### config.mk
export PLATFORM = sky130hd
export DESIGN_NAME = xaui_lane_sync
export DESIGN_NICKNAME = d
export VERILOG_FILES = /design/src/rtl/xaui_lane_sync.sv
export SDC_FILE = /design/constraint.sdc
export NUM_CORES = 1
export LEC_CHECK = 0
export ABC_AREA = 1
export BUFFER_PORTS_ARGS = -buffer_cell sky130_fd_sc_hd__buf_2
export CORE_MARGIN = 3
export CORE_UTILIZATION = 40
export DETAILED_ROUTE_END_ITERATION = 10
export GPL_TIMING_DRIVEN = 0
export SYNTH_ARGS = -nofsm -noshare
export SYNTH_HDL_FRONTEND = slang
export SYNTH_SLANG_ARGS = --single-unit
### constraint.sdc
create_clock -name clk -period 1.4 [get_ports clk]
set_clock_uncertainty 0.1 [all_clocks]
set_input_delay 0.14 -clock clk [delete_from_list [all_inputs] [get_ports clk]]
set_output_delay 0.14 -clock clk [all_outputs]
set_load 0.005 [all_outputs]
### src/rtl/xaui_lane_sync.sv
// xaui_lane_sync: receive-side lane synchroniser for the 4-lane, 2-byte/lane MGT interface.
//   clk              in   receive clock, all logic on posedge
//   reset            in   synchronous active-high reset
//   mgt_rxlock       in   [3:0] per-lane CDR lock, low forces lane to LOS
//   mgt_rx_reset     in   [3:0] per-lane MGT rx reset, high forces lane to LOS
//   mgt_codecomma    in   [7:0] lane n on [2n+1:2n], 1 = K28.5
//   mgt_codevalid    in   [7:0] lane n on [2n+1:2n], 0 = code violation
//   mgt_enable_align out  [3:0] per-lane comma-align enable
//   mgt_enchansync   out  channel-bonding enable, all lanes in sync
//   sync_status      out  [3:0] per-lane in-sync flag
//   err_count_dbg    out  [15:0] lane n error count on [4n+3:4n]
module xaui_lane_sync #(
    parameter int COMMA_TARGET = 4,
    parameter int ERR_LIMIT    = 4,
    parameter int GOOD_RUN     = 4
) (
    input  logic        clk,
    input  logic        reset,
    input  logic [3:0]  mgt_rxlock,
    input  logic [3:0]  mgt_rx_reset,
    input  logic [7:0]  mgt_codecomma,
    input  logic [7:0]  mgt_codevalid,
    output logic [3:0]  mgt_enable_align,
    output logic        mgt_enchansync,
    output logic [3:0]  sync_status,
    output logic [15:0] err_count_dbg
);
    typedef enum logic [1:0] {LOS = 2'd0, DETECT = 2'd1, SYNC = 2'd2} state_t;
    localparam logic [3:0] CT = 4'(COMMA_TARGET);
    localparam logic [3:0] EL = 4'(ERR_LIMIT);
    localparam logic [3:0] GR = 4'(GOOD_RUN);
    genvar g;
    generate
        for (g = 0; g < 4; g++) begin : lane
            state_t     st, st_n;
            logic [3:0] cc, cc_n, ec, ec_n, gc, gc_n;
            logic       inv, comma, frc, sync_q, align_q;
            assign inv   = ~&mgt_codevalid[2*g+1:2*g];
            assign comma = |mgt_codecomma[2*g+1:2*g] & ~inv;
            assign frc   = reset | ~mgt_rxlock[g] | mgt_rx_reset[g];
            always_comb begin
                st_n = st;
                cc_n = cc;
                ec_n = ec;
                gc_n = gc;
                if (frc) begin
                    st_n = LOS;
                    cc_n = '0;
                    ec_n = '0;
                    gc_n = '0;
                end else if (st == LOS) begin
                    if (comma) begin
                        st_n = (CT == 4'd1) ? SYNC : DETECT;
                        cc_n = (CT == 4'd1) ? 4'd0 : 4'd1;
                    end
                end else if (st == DETECT) begin
                    if (inv) begin
                        st_n = LOS;
                        cc_n = '0;
                    end else if (comma) begin
                        st_n = (cc + 4'd1 == CT) ? SYNC : DETECT;
                        cc_n = (cc + 4'd1 == CT) ? 4'd0 : cc + 4'd1;
                        ec_n = '0;
                        gc_n = '0;
                    end
                end else if (st == SYNC) begin
                    // An invalid cycle always beats a completing good run.
                    if (inv) begin
                        st_n = (ec + 4'd1 == EL) ? LOS : SYNC;
                        ec_n = (ec + 4'd1 == EL) ? 4'd0 : ec + 4'd1;
                        gc_n = '0;
                        cc_n = '0;
                    end else if (ec != 4'd0) begin
                        ec_n = (gc + 4'd1 == GR) ? ec - 4'd1 : ec;
                        gc_n = (gc + 4'd1 == GR) ? 4'd0 : gc + 4'd1;
                    end else begin
                        gc_n = '0;
                    end
                end else begin
                    st_n = LOS;
                    cc_n = '0;
                    ec_n = '0;
                    gc_n = '0;
                end
            end
            always_ff @(posedge clk) begin
                st      <= st_n;
                cc      <= cc_n;
                ec      <= ec_n;
                gc      <= gc_n;
                sync_q  <= (st_n == SYNC);
                align_q <= (st_n != SYNC);
            end
            assign sync_status[g]           = sync_q;
            assign mgt_enable_align[g]      = align_q;
            assign err_count_dbg[4*g+3:4*g] = ec;
        end
    endgenerate
    always_ff @(posedge clk) begin
        mgt_enchansync <= reset ? 1'b0 : &sync_status;
    end
endmodule

==> flow_metrics.tcl <==
set metrics [dict create \
    worstHoldPathCells 5 \
    report.final.hold_viol_count 0 \
    yosysWarnings 0 \
    postSynthRegisterBits 65 \
    worstHoldStart "mgt_rxlock[2]" \
    power.share.switching_pct 24.8 \
    hold-worst-slack_ps 63.2 \
    drive_gt1_share_pct 45.5 \
    dp_worst_setup_slack_ps -150 \
    numCtsBuffers 9 \
    actual_slew_at_the_worst_max_slew_pin_ps 406 \
    violations_in_the_final_reports "setup timing" \
    hpwlAfterDp_mm 6.61 \
    worst-r2r-setup-slack_ps -50 \
    die_w_um 108 \
    cts.path.max_buffers 2 \
    min_delay_path_class "in2reg" \
    die_y_um 108 \
    clkSlewWorstSetupHoldPaths_ps 70 \
    cell_internal_pwr_mw 2.78 \
    p_seq_share_pct 49.4 \
    p_leak_nw 2.45 \
    clock_sinks 65 \
    drv.max_cap_violation_count 0 \
    timing.final.ws_setup_ps -47.2 \
    start_util_pct 41.8 \
    ir_drop_mv 0.402 \
    antenna_violations_before_repair 0 \
    placementRows 36 \
    layout.nets 780 \
    grt_pass1_wl_mm 16.6 \
    startpoint_type "register" \
    power.net_switching_mw 0.918 \
    synth.top_cell.area_share_pct 31.3 \
    largest_net_degree_at_the_start_of_global_routing 12 \
    first_global_vias 3822 \
    detail-route-antenna-nets 0 \
    final_core_util_pct 60.2 \
    top_level_ports 51 \
    num_antenna_cells 0 \
    slew_violations 0 \
    portBuffers 50 \
    r2r_start "lane[1].gc[0]" \
    worst-endpoint-required_ps 1550 \
    worstPathMaxFanout 3 \
    netlist_top_cells_area "dfxtp_1 31%, nand2_1 13%, nand3_1 8.5%" \
    avgSynthCellArea_um2 6.85 \
    finalWorstPathRequiredPeriod_ps 1450 \
    timing.reg2reg.worst_path_depth 8 \
    min_period_over_period_pct 103 \
    worstHoldEndpoint "lane[2].st[0]" \
    netlist_area_um2 4160 \
    cts_htree_levels 3 \
    reg2reg_to "lane[1].gc[2]" \
    fp.dieArea_um2 11700 \
    cts_root_buf "clkbuf_8" \
    worst_setup_path_end_kind "register" \
    drt-wirelength-per-cell_um 12.0 \
    grt.overflow.total 0 \
    gp_routability_congestion 0.856 \
    outcome "finished, violations left" \
    clkLatencyLatePin_ps 350 \
    timing.setup.critical_path_class "reg2reg" \
    vias 4290 \
    tritoncts_clock_tree "done" \
    max_clock_freq_mhz 691 \
    area_growth_syn_to_layout_pct 43.9 \
    drtPass1Iterations 4 \
    synth-seq-area-share_pct 31.3 \
    power_frac_clock_pct 43.5 \
    rsz_0062_raised_after_global_routing "true" \
    setup_viol 8 \
    grt_usage_pct 17.5 \
    syn-num-nets 659 \
    syn-instance-count 608 \
    most-common-layout-cells "117 x nand2_1, 53 x nor2_1, 53 x buf_4, 52 x nand3_1, 52 x a21oi_1" \
    detailedRoute.firstIterationViolations 159 \
    final_common_cell "nand2_1" \
    drcViolationCount 0 \
    placeableCoreArea_um2 9950 \
    synth_top_cell_by_area "dfxtp_1" \
    post_synth_num_cell_types 34 \
    finalWirelength_mm 10.4 \
    detail_route.vias_per_cell 4.95 \
    power_per_cell_area_nw_per_um2 617 \
    critical_path_arrival_ps 1590 \
    combinationalPowerShare_pct 7.0 \
    post-layout-total-power_mw 3.69 \
    timing.slew.headroom_pct 72.8 \
]
power groups by stage:
| stage | clock network (mW) | registers (mW) | logic [mW] |
|---|---|---|---|
| 2_1_floorplan | 0 | 1.90 | 0.137 |
| 3_3_place_gp | 0 | 1.90 | 0.217 |
| 3_5_place_dp | 0 | 1.90 | 0.218 |
| 4_1_cts | 1.65 | 1.84 | 0.236 |
| 5_1_grt | 1.73 | 1.83 | 0.289 |
| 6_report | 1.61 | 1.83 | 0.260 |
final cells by class:
class | count | area, um2
Sequential cell | 65 | 1400
Clock inverter | 6 | 57.6
Inverter | 83 | 327
Timing Repair Buffer | 110 | 756
Tap cell | 133 | 166
Clock buffer | 10 | 138
Multi-Input combinational cell | 451 | 3080
Buffer | 9 | 67.6
Fill cell | 902 | 3970
cell families (layout without fill, tap and decap cells):
logic type               count (synthesis)  in the layout  synth area share (%)
AND/OR/NAND/NOR                        328            328                  37.5
AO/OA/AOI/OAI                           88             88                  12.5
adder cells (fa/ha/maj)                 25             25                  7.51
XOR/XNOR                                10             10                  2.10
buffers and inverters                   92            218                  9.11
flip-flops                              65             65                  31.3
critical path, stage by stage, from the launching register on:
cell	delay, ps
dfxtp_4	380
ha_4	150
nand2_2	70
buf_4	140
buf_4	120
buf_4	120
buf_4	120
nand4_1	90
a21oi_1	60
registers in the layout, indices dropped and copies added, names as in the netlist:
register        count
lane.cc            16
lane.ec            16
lane.gc            16
lane.st             8
lane.align_q        4
lane.sync_q         4
mgt_enchansync      1
synth_stat cells, drive strengths merged:
library cell    n
xnor2           2
nor2           69
o211ai          3
nand4          15
buf             9
and2            1
dfxtp          65
nand3          76
nor3b           1
clkinv          1
o21bai          1
a21oi          61
a31oi           2
xor2            8
inv            82
o21ai          20
nor3            5
a21boi          1
or2             4
nand2         157
ha             25
worst max path at each step:
stage,start,to,slack [ps],depth (start not counted)
2_1_floorplan,lane[0].gc[0],lane[0].ec[0],3,10
3_3_place_gp,lane[3].gc[0],lane[3].ec[1],-150,10
3_5_place_dp,lane[3].gc[0],lane[3].ec[1],-150,10
4_1_cts,lane[1].gc[1],lane[1].ec[0],-40,11
5_1_grt,lane[3].gc[1],lane[3].ec[1],-130,8
6_report,lane[1].gc[0],lane[1].gc[2],-50,8
through the flow:
step | TNS (ps) | std cells | instance area (um2)
2_1_floorplan | 0 | 608 | 4230
3_3_place_gp | -1850 | 791 | 4650
3_5_place_dp | -2440 | 791 | 4650
4_1_cts | -90.4 | 851 | 5440
5_1_grt | -1610 | 867 | 5990
6_report | -127 | 867 | 5990
per-layer routing:
layer  track usage [%]  up-vias  part of all wire [%]
li1                  -     2223                     -
met1              22.1     1973                    45
met2              29.6       77                    49
met3              2.45       17                   3.4
met4              7.94        0                   2.4
met5                 0        -                     0
timing repair:
action | CTS | global route
hold buffers | 4 | 0
cloned | 0 | 0
endpoints found under the hold margin | 22 | 0
buffers inserted | 40 | 17
resized for setup | 77 | 119
pin swaps | 39 | 47
setup endpoints to repair | 31 | 62
(Power assumes the default switching activity.)
